File: src/rtl/wb_stage.sv
// wb_stage: write-back stage of the pipelined CPU.
// Holds the EXM/WB pipeline register and picks the write-back value. Drives the
// register-file write port and the forwarding bus from that value. Also owns the
// output-port register and reassembles a 32-bit PC from two popped 16-bit words.
//
// Handshake: the stage has no backpressure. i_valid qualifies every other input
// in the cycle it is high. An instruction presented in cycle N is always
// captured at the end of N and retires during N+1. i_flush drops the capture
// taking place at that same edge.
module wb_stage #(
  parameter int DATA_W = 16,
  parameter int REG_AW = 3
) (
  input  logic              i_clk,
  input  logic              i_reset,
  input  logic              i_valid,
  input  logic              i_flush,
  input  logic [DATA_W-1:0] i_ex_result,
  input  logic [DATA_W-1:0] i_memory_data,
  input  logic [DATA_W-1:0] i_immediate,
  input  logic [DATA_W-1:0] i_input_port,
  input  logic [1:0]        i_wb_selector,
  input  logic              i_write_back,
  input  logic [REG_AW-1:0] i_write_addr,
  input  logic              i_out_port,
  input  logic              i_pop_pc,
  output logic              o_rf_we,
  output logic [REG_AW-1:0] o_rf_waddr,
  output logic [DATA_W-1:0] o_rf_wdata,
  output logic [DATA_W-1:0] o_data_wb,
  output logic [DATA_W-1:0] o_out_port,
  output logic              o_pc_load,
  output logic [31:0]       o_pc_value,
  output logic              o_pc_error
);

  typedef enum logic {
    PC_IDLE = 1'b0,
    PC_HALF = 1'b1
  } pc_state_t;

  // EXM/WB pipeline register fields
  logic              valid_r;
  logic [DATA_W-1:0] ex_result_r;
  logic [DATA_W-1:0] memory_data_r;
  logic [DATA_W-1:0] immediate_r;
  logic [DATA_W-1:0] input_port_r;
  logic [1:0]        wb_selector_r;
  logic              write_back_r;
  logic [REG_AW-1:0] write_addr_r;
  logic              out_port_r;
  logic              pop_pc_r;

  // PC reassembly state; pc_state is kept as a named signal so checkers can bind to it
  pc_state_t   pc_state;
  logic [15:0] hi_r;

  logic [DATA_W-1:0] wb_value;

  // Capture the execute/memory results every edge; a flush turns the capture into a bubble
  always_ff @(posedge i_clk) begin
    if (!i_reset) begin
      valid_r       <= 1'b0;
      ex_result_r   <= '0;
      memory_data_r <= '0;
      immediate_r   <= '0;
      input_port_r  <= '0;
      wb_selector_r <= 2'b00;
      write_back_r  <= 1'b0;
      write_addr_r  <= '0;
      out_port_r    <= 1'b0;
      pop_pc_r      <= 1'b0;
    end else begin
      valid_r       <= i_valid & ~i_flush;
      ex_result_r   <= i_ex_result;
      memory_data_r <= i_memory_data;
      immediate_r   <= i_immediate;
      input_port_r  <= i_input_port;
      wb_selector_r <= i_wb_selector;
      write_back_r  <= i_write_back;
      write_addr_r  <= i_write_addr;
      out_port_r    <= i_out_port;
      pop_pc_r      <= i_pop_pc;
    end
  end

  // Select the write-back value from the registered fields
  always_comb begin
    wb_value = ex_result_r;
    case (wb_selector_r)
      2'b00:   wb_value = ex_result_r;
      2'b01:   wb_value = memory_data_r;
      2'b10:   wb_value = immediate_r;
      2'b11:   wb_value = input_port_r;
      default: wb_value = ex_result_r;
    endcase
  end

  // A popped PC half never reaches the register file
  assign o_rf_we    = valid_r & write_back_r & ~pop_pc_r;
  assign o_rf_waddr = write_addr_r;
  assign o_rf_wdata = wb_value;
  assign o_data_wb  = wb_value;

  // Output-port register is loaded as the OUT instruction retires
  always_ff @(posedge i_clk) begin
    if (!i_reset) begin
      o_out_port <= '0;
    end else if (valid_r && out_port_r) begin
      o_out_port <= ex_result_r;
    end
  end

  // PC reassembly FSM: bubbles hold the state; a flush forces IDLE at its edge
  always_ff @(posedge i_clk) begin
    if (!i_reset) begin
      pc_state <= PC_IDLE;
      hi_r     <= '0;
    end else begin
      if (valid_r) begin
        case (pc_state)
          PC_IDLE: begin
            if (pop_pc_r) begin
              hi_r     <= memory_data_r[15:0];
              pc_state <= PC_HALF;
            end
          end
          PC_HALF: begin
            // Either the low half completes the PC or the sequence is broken;
            // in both cases the stored high half is no longer needed.
            hi_r     <= '0;
            pc_state <= PC_IDLE;
          end
          default: pc_state <= PC_IDLE;
        endcase
      end
      if (i_flush) begin
        pc_state <= PC_IDLE;
      end
    end
  end

  // Load/error pulses last exactly one WB cycle because the FSM leaves HALF at its end
  assign o_pc_load  = valid_r & pop_pc_r & (pc_state == PC_HALF);
  assign o_pc_error = valid_r & ~pop_pc_r & (pc_state == PC_HALF);
  assign o_pc_value = o_pc_load ? {hi_r, memory_data_r[15:0]} : 32'h0;

endmodule

File: config.mk
export PLATFORM = sky130hd
export DESIGN_NAME = wb_stage
export DESIGN_NICKNAME = d
export VERILOG_FILES = /design/src/rtl/wb_stage.sv
export SDC_FILE = /design/constraint.sdc
export NUM_CORES = 1
export LEC_CHECK = 0
export CELL_PAD_IN_SITES_DETAIL_PLACEMENT = 1
export CELL_PAD_IN_SITES_GLOBAL_PLACEMENT = 1
export CORE_UTILIZATION = 34
export DETAILED_ROUTE_END_ITERATION = 12
export PLACE_DENSITY_LB_ADDON = 0.1
export REMOVE_ABC_BUFFERS = 1
export SYNTH_ARGS = -nofsm -noshare
export SYNTH_HDL_FRONTEND = slang
export SYNTH_SLANG_ARGS = --single-unit
export TNS_END_PERCENT = 10
File: constraint.sdc
create_clock -name i_clk -period 1.6 [get_ports i_clk]
set_input_delay 0.32 -clock i_clk [delete_from_list [all_inputs] [get_ports i_clk]]
set_output_delay 0.32 -clock i_clk [all_outputs]
set_load 0.01 [all_outputs]
==> impl_metrics.sql, run 1 <==
INSERT INTO impl_metrics (metric_group, metric, value, unit) VALUES
('run_status', 'outcome', 'complete, but fails checks', ''),
('run_status', 'failing_checks', 'negative setup slack', ''),
('worst_setup_path', 'critical_path_required', '1.28', 'ns'),
('yosys', 'postSynthCellCount', '399', ''),
('worst_setup_path', 'crit_family', 'multiplexers', ''),
('floorplanning', 'floorplan.die_area', '0.01352', 'mm²'),
('yosys', 'synth.cell_area', '0.004441', 'mm²'),
('worst_setup_path', 'cp-end-kind', 'primary output', ''),
('sta', 'layout_min_cycle_time', '1.955', 'ns'),
('floorplanning', 'die_h', '116.3', 'µm'),
('power_and_ir_drop', 'power_switching_share', '23.27', '%'),
('sta', 'fmax', '511.4', 'MHz'),
('sta', 'whs', '0.4353', 'ns'),
('worst_setup_path', 'critPathLaunchType', 'flip-flop', ''),
('grt', 'grt_start_max_net_pins', '45', ''),
('worst_setup_path', 'critical_path.most_common_cell', 'sky130_fd_sc_hd__buf_6', ''),
('clocking', 'tritoncts', 'built', ''),
('power_and_ir_drop', 'total_power', '5.512', 'mW'),
('worst_setup_path', 'timing.critical_path.depth', '4', ''),
('routing', 'via_count', '3525', ''),
('yosys', 'synthArstFlopShare', '0', '%'),
('floorplanning', 'floorplan.initialDensity', '35.04', '%'),
('place', 'final_hpwl_dp', '8.508', 'mm'),
('power_and_ir_drop', 'p_sw', '1.283', 'mW'),
('grt', 'vias_in_the_first_global_route', '3718', ''),
('routing', 'first_iter_violations', '146', ''),
('floorplanning', 'std_cell_rows', '41', ''),
('sta', 'layout_worst_path_cycle_share', '122.2', '%'),
('worst_setup_path', 'critical_path.cell_chain', 'buf_6 -> buf_6 -> mux4_2 -> buf_6', ''),
('yosys', 'synth-edff-count', '0', ''),
('place', 'placement.setup.worst_slack', '-0.3826', 'ns'),
('sta', 'timing_worst_slew_pin_value', '0.3728', 'ns'),
('routing', 'drcViolationCount', '0', ''),
('yosys', 'synthMostInstantiatedCell', 'sky130_fd_sc_hd__dfxtp_1', ''),
('grt', 'initial_antenna_violation_count', '0', ''),
('worst_setup_path', 'worstSetupEndpoint', 'o_data_wb[8]', ''),
('finish', 'post-route-cell-area', '0.006538', 'mm²'),
('power_and_ir_drop', 'highest_ir_drop_seen_on_vdd', '0.6418', 'mV'),
('grt', 'grt_use_total', '19.02', '%'),
('yosys', 'ys_warn_count', '0', ''),
('yosys', 'seq_area_frac_synth', '47.79', '%'),
('yosys', 'synth.top_cells.by_count', '106 x sky130_fd_sc_hd__dfxtp_1, 103 x sky130_fd_sc_hd__and2_1, 31 x sky130_fd_sc_hd__a21bo_2, 31 x sky130_fd_sc_hd__nand3_1, 20 x sky130_fd_sc_hd__buf_4', ''),
('clocking', 'cts_htree_levels', '3', ''),
('yosys', 'ys_top_cells_by_area', 'sky130_fd_sc_hd__dfxtp_1 48%, sky130_fd_sc_hd__and2_1 15%, sky130_fd_sc_hd__a21bo_2 7.0%', ''),
('floorplanning', 'die-width', '116.3', 'µm'),
('sta', 'setup_violations', '61', ''),
('worst_setup_path', 'critical_path.startpoint', 'wb_selector_r[1]$_SDFF_PN0_', ''),
('clocking', 'cts_buffers', '9', ''),
('worst_setup_path', 'cpPeakStageDelay', '0.53', 'ns'),
('finish', 'number_of_antenna_repair_diodes', '0', ''),
('clocking', 'clockBufferDepth', '2', ''),
('finish', 'finalNetCount', '651', ''),
('min_path', 'hold_path.class', 'in -> reg', ''),
('power_and_ir_drop', 'cellInternalPower', '4.229', 'mW'),
('sta', 'grt_setup_unrepaired', 'true', ''),
('sta', 'timing.slew.headroom', '75.11', '%'),
('place', 'detailed_place.area', '0.006272', 'mm²'),
('worst_setup_path', 'worstSetupPathType', 'reg -> out', ''),
('sta', 'finalClockSkew', '0.004501', 'ns'),
('clocking', 'ctsRootBufferMaster', 'sky130_fd_sc_hd__clkbuf_16', ''),
('worst_setup_path', 'worst_path_max_delay_cell', 'sky130_fd_sc_hd__mux4_2', ''),
('sta', 'setup_slack', '-0.3555', 'ns'),
('yosys', 'ys.flop_type', 'sky130_fd_sc_hd__dfxtp_1', ''),
('power_and_ir_drop', 'seqPwrFrac', '50.6', '%'),
('routing', 'aggregate_routed_wire_length', '12.29', 'mm'),
('worst_setup_path', 'critPathArrivalTime', '1.64', 'ns'),
('yosys', 'synth.avg_cell_area', '11.13', 'µm²'),
('worst_setup_path', 'rr_startpoint', 'valid_r$_SDFF_PN0_', ''),
('grt', 'grt_pass1_wl', '19.15', 'mm'),
('power_and_ir_drop', 'pwr-share-clk', '36.3', '%'),
('worst_setup_path', 'regToRegSetupSlack', '0.24', 'ns');
==> per-layer routing <==
metal  vias up  GRT usage, %  wire (µm)
met2        94         33.93       6169
met1      1721         21.24       5145
li1       1702             -          -
met3         8         7.577        868
met4         0         4.103        106
met5         -             0          0
==> layout make-up <==
cell class | instances | area [µm²]
fillers | 1390 | 6133
flip-flops and latches | 106 | 2131
multi-input cells | 240 | 1978
repair buffers | 217 | 1948
clock buffers | 10 | 229.0
well taps | 172 | 215.2
clock inverters | 5 | 32.53
inverters | 1 | 3.754
==> sequential cells by signal, indices dropped and copies added, names as in the netlist <==
register and count:
o_rf_waddr 3, wb_selector_r 2, o_out_port 16, pop_pc_r 1, hi_r 16, valid_r 1
immediate_r 16, ex_result_r 16, input_port_r 16, pc_state 1, memory_data_r 16, out_port_r 1
write_back_r 1
==> repair_timing <==
action | CTS | global route
endpoints found under the setup margin | 68 | 71
gates cloned | 2 | 0
buffers inserted | 11 | 2
resized for setup | 298 | 16
pin swaps | 8 | 0
==> how the worst min path moves through the flow <==
stage | to | slack [ns] | depth (start not counted)
CTS | o_out_port[0]$_SDFFE_PN0P_ | 0.44 | 3
floorplan | valid_r$_SDFF_PN0_ | 0.40 | 1
global placement | hi_r[15]$_SDFFE_PN0P_ | 0.45 | 2
detailed placement | hi_r[15]$_SDFFE_PN0P_ | 0.45 | 2
global route | o_out_port[12]$_SDFFE_PN0P_ | 0.45 | 3
finish | o_out_port[0]$_SDFFE_PN0P_ | 0.44 | 3
==> power by group through the flow <==
stage          combinational, mW  clock [mW]  sequential (mW)
2_1_floorplan              0.208           0             2.88
5_1_grt                    0.780        2.19             2.80
3_3_place_gp               0.732           0             2.84
6_report                   0.722        2.00             2.79
3_5_place_dp               0.746           0             2.85
4_1_cts                    0.720        2.08             2.79
==> worst reg2reg max path: stages (launching register included) <==
cell and delay (ns):
sky130_fd_sc_hd__dfxtp_2 0.35, sky130_fd_sc_hd__buf_8 0.17, sky130_fd_sc_hd__buf_4 0.35, sky130_fd_sc_hd__nand3_1 0.16, sky130_fd_sc_hd__a221oi_2 0.25
==> cell usage in the layout, fill, tap and decap left out, types with 2 or more instances in the layout <==
cell,netlist,routed
sky130_fd_sc_hd__a21oi_1,16,16
sky130_fd_sc_hd__mux4_2,7,16
sky130_fd_sc_hd__clkbuf_16,0,9
sky130_fd_sc_hd__dfxtp_1,106,101
sky130_fd_sc_hd__clkdlybuf4s50_1,0,87
sky130_fd_sc_hd__dlygate4sd2_1,0,2
sky130_fd_sc_hd__dfxtp_2,0,4
sky130_fd_sc_hd__buf_12,1,2
sky130_fd_sc_hd__and2_1,103,96
sky130_fd_sc_hd__buf_8,0,2
sky130_fd_sc_hd__clkinv_2,0,3
sky130_fd_sc_hd__clkinv_4,0,2
sky130_fd_sc_hd__nand2_1,2,2
sky130_fd_sc_hd__clkdlybuf4s15_2,0,9
sky130_fd_sc_hd__dlymetal6s2s_1,0,5
sky130_fd_sc_hd__buf_4,20,43
sky130_fd_sc_hd__a21bo_2,31,31
sky130_fd_sc_hd__nand2b_1,16,16
sky130_fd_sc_hd__buf_6,3,26
sky130_fd_sc_hd__buf_2,11,40
sky130_fd_sc_hd__nand3_1,31,31
sky130_fd_sc_hd__and2_4,0,7
sky130_fd_sc_hd__a221oi_2,15,15
==> stage by stage <==
stage / instances / TNS, ns
after detailed placement: 721 / -14.22
final: 751 / -13.49
after floorplan: 347 / -56.52
after global routing: 751 / -17.79
after global placement: 721 / -12.77
after CTS: 749 / -14.36
==> logic make-up after synthesis <==
kind of cell,count (synthesis),share of synthesized area (%)
AND/OR/NAND/NOR,159,21.58
flip-flops,106,47.79
AO/OA/AOI/OAI,65,14.34
multiplexers,16,8.876
buffers and inverters,53,7.410
Power figures use the tool's default switching activity.
==> inputs of run 2 (changes only) <==
SLEW_MARGIN = 25   (was not set)
==> results of run 2 <==
No change in the layout: final DEF, timing and power equal those of run 1.
==> inputs of run 3 (changes only) <==
RECOVER_POWER = 100   (was not set)
==> run 3 against run 2 <==
The flow still finishes with violations (negative setup slack). Combinational power shrank 2%. Register-to-register slack got worse by 0.33 ns. Clock power is essentially flat. Critical path depth unchanged. Global-route usage stayed put. Setup slack about the same. Maximum frequency barely moved.
==> impl_metrics.sql, run 3 (synthesis gave the netlist of run 1 again) <==
INSERT INTO impl_metrics (metric_group, metric, value, unit) VALUES
('run_status', 'outcome', 'complete, but fails checks', ''),
('run_status', 'failing_checks', 'negative setup slack', ''),
('floorplanning', 'die-width', '116.3', 'µm'),
('worst_setup_path', 'critical_path.most_common_cell', 'sky130_fd_sc_hd__buf_6', ''),
('finish', 'number_of_antenna_repair_diodes', '0', ''),
('min_path', 'hold_depth', '2', ''),
('finish', 'areaGrowthSynthToFinish', '46.04', '%'),
('min_path', 'hold_path.class', 'reg -> reg', ''),
('clocking', 'tritoncts', 'built', ''),
('power_and_ir_drop', 'static-leakage-power', '2.589', 'nW'),
('floorplanning', 'floorplan.initialDensity', '35.04', '%'),
('floorplanning', 'floorplan.core_area', '0.01267', 'mm²'),
('routing', 'first_iter_violations', '133', ''),
('floorplanning', 'io_pins', '162', ''),
('finish', 'most-common-layout-cells', '102 x sky130_fd_sc_hd__dfxtp_1, 85 x sky130_fd_sc_hd__clkdlybuf4s50_1, 66 x sky130_fd_sc_hd__and2_1', ''),
('worst_setup_path', 'worst_path_max_delay_cell', 'sky130_fd_sc_hd__mux4_2', ''),
('clocking', 'clock_transition_at_the_registers_of_the_reported_paths', '0.07', 'ns'),
('clocking', 'insertion_delay', '0.35', 'ns'),
('grt', 'grt_pass1_wl', '19.15', 'mm'),
('clocking', 'cts_buffers', '9', ''),
('sta', 'timing_worst_slew_pin_value', '0.9887', 'ns'),
('place', 'detailed_place.area', '0.006272', 'mm²'),
('floorplanning', 'std_cell_rows', '41', ''),
('routing', 'routed_wire_length_per_instance', '16.28', 'µm'),
('worst_setup_path', 'worstSetupPathType', 'reg -> out', ''),
('finish', 'layout.cells.most_common', 'sky130_fd_sc_hd__dfxtp_1', ''),
('worst_setup_path', 'cp-end-kind', 'primary output', ''),
('sta', 'setup_slack', '-0.3558', 'ns'),
('min_path', 'timing.hold.worst.start', 'hi_r[15]$_SDFFE_PN0P_', ''),
('sta', 'timing.slew.headroom', '34.08', '%'),
('worst_setup_path', 'regToRegSetupSlack', '-0.09', 'ns'),
('worst_setup_path', 'timing.critical_path.fanout_max', '6', ''),
('grt', 'grt-ovfl-total', '0', ''),
('worst_setup_path', 'critPathArrivalTime', '1.64', 'ns'),
('place', 'final_hpwl_dp', '8.508', 'mm'),
('sta', 'finalClockSkew', '0.004081', 'ns'),
('clocking', 'cts_htree_levels', '3', ''),
('place', 'dp_cells', '721', ''),
('grt', 'vias_in_the_first_global_route', '3718', ''),
('min_path', 'timing.hold.worst_endpoint', 'hi_r[15]$_SDFFE_PN0P_', ''),
('place', 'io_buffers', '161', ''),
('routing', 'via_count', '3518', ''),
('sta', 'layout_min_cycle_time', '1.956', 'ns'),
('grt', 'grt_start_max_net_pins', '45', ''),
('finish', 'post_route_cells_drive_above_1_share', '36.10', '%'),
('worst_setup_path', 'cpPeakStageDelay', '0.53', 'ns'),
('place', 'place.gp.congestion', '0.6854', ''),
('finish', 'final_cells', '751', ''),
('sta', 'grt_setup_unrepaired', 'true', ''),
('routing', 'drcViolationCount', '0', ''),
('grt', 'grt_use_total', '19.02', '%'),
('worst_setup_path', 'rr_startpoint', 'valid_r$_SDFF_PN0_', ''),
('sta', 'timing_hold_violations_final', '0', ''),
('clocking', 'tritoncts_num_sinks', '106', ''),
('sta', 'final_max_slew_viol_count', '0', ''),
('power_and_ir_drop', 'highest_ir_drop_seen_on_vdd', '0.6401', 'mV'),
('sta', 'setup_violations', '67', ''),
('worst_setup_path', 'critPathLaunchType', 'flip-flop', ''),
('worst_setup_path', 'critical_path.cell_chain', 'buf_6 -> buf_6 -> mux4_2 -> buf_6', ''),
('worst_setup_path', 'crit_reg_reg_endpoint', 'hi_r[10]$_SDFFE_PN0P_', ''),
('clocking', 'ctsRootBufferMaster', 'sky130_fd_sc_hd__clkbuf_16', ''),
('clocking', 'clockBufferDepth', '2', ''),
('clocking', 'holdBufCountCts', '0', ''),
('routing', 'via_per_inst', '4.684', ''),
('sta', 'fmax', '511.3', 'MHz'),
('finish', 'post-route-cell-area', '0.006485', 'mm²'),
('worst_setup_path', 'critical_path_required', '1.28', 'ns'),
('job', 'cap_viol_max_count', '0', ''),
('sta', 'layout_worst_path_cycle_share', '122.2', '%'),
('finish', 'finalNetCount', '651', ''),
('power_and_ir_drop', 'p_per_area', '847.5', 'mW/mm²'),
('routing', 'count_of_nets_left_with_antenna_violations_after_detail_routing', '0', ''),
('floorplanning', 'die_h', '116.3', 'µm'),
('grt', 'initial_antenna_violation_count', '0', ''),
('worst_setup_path', 'reg2reg_depth', '4', ''),
('finish', 'final_util', '51.18', '%'),
('routing', 'aggregate_routed_wire_length', '12.23', 'mm'),
('routing', 'drt_pass1_iterations', '4', ''),
('floorplanning', 'floorplan.die_area', '0.01352', 'mm²');
[run 3: cell count changes in the layout (fill, tap and decap cells not counted), sizes merged]
| cell | previous run | this run |
|---|---|---|
| buf | 113 | 105 |
| clkbuf | 10 | 20 |
| clkdlybuf4s25 | 0 | 3 |
| clkdlybuf4s50 | 87 | 85 |
| dlygate4sd3 | 0 | 2 |
| dlymetal6s2s | 5 | 0 |
[run 3: how the worst max path moves through the flow]
stage / from / endpoint / slack, ns / depth (start not counted)
2_1_floorplan: valid_r$_SDFF_PN0_ / o_pc_value[0] / -1.16 / 2
3_3_place_gp: wb_selector_r[1]$_SDFF_PN0_ / o_rf_wdata[0] / -0.35 / 3
3_5_place_dp: wb_selector_r[1]$_SDFF_PN0_ / o_data_wb[0] / -0.38 / 3
4_1_cts: wb_selector_r[1]$_SDFF_PN0_ / o_data_wb[8] / -0.37 / 4
5_1_grt: wb_selector_r[1]$_SDFF_PN0_ / o_data_wb[8] / -0.43 / 4
6_report: wb_selector_r[1]$_SDFF_PN0_ / o_data_wb[8] / -0.36 / 4
[run 3: power breakdown]
group | leakage [nW] | total (mW) | internal [mW] | switching, mW
logic | 1.58 | 0.711 | 0.431 | 0.280
clock network | 0.132 | 2.00 | 1.04 | 0.952
registers | 0.876 | 2.79 | 2.74 | 0.0467
[run 3: through the flow]
stage / hold slack [ns] / setup slack (ns) / setup TNS [ns] / power [mW]
2_1_floorplan: 0.3961 / -1.157 / -56.52 / 3.083
3_3_place_gp: 0.4515 / -0.3484 / -12.77 / 3.573
3_5_place_dp: 0.4535 / -0.3826 / -14.22 / 3.592
4_1_cts: 0.4361 / -0.3745 / -14.36 / 5.591
5_1_grt: 0.4826 / -0.4319 / -20.14 / 5.758
6_report: 0.4599 / -0.3558 / -14.00 / 5.496
[run 3: layout make-up]
| cell class | instances | area [µm²] |
|---|---|---|
| fill | 1400 | 6186 |
| sequential | 106 | 2130 |
| multi-input combinational | 240 | 1978 |
| timing repair buffer | 217 | 1897 |
| clock buffer | 10 | 229.0 |
| tap | 172 | 215.2 |
| clock inverter | 5 | 32.53 |
| inverter | 1 | 3.754 |
[run 3: routing by layer]
metal	global-route usage, %	vias up	wire (µm)
li1	-	1702	-
met1	21.24	1716	5088
met2	33.93	92	6171
met3	7.577	8	863
met4	4.103	0	103
met5	0	-	0
[run 3: critical path, delay by kind of cell, from the launching register on]
kind / cells / cell delay [ns]
multiplexers: 1 / 0.53
flip-flops: 1 / 0.36
buffers and inverters: 3 / 0.40
[run 3: repair_timing]
item / in CTS / in global routing
setup buffers: 11 / 2
gates resized for setup: 298 / 16
pin swaps: 8 / 0
gates cloned: 2 / 0
endpoints found under the setup margin: 68 / 71
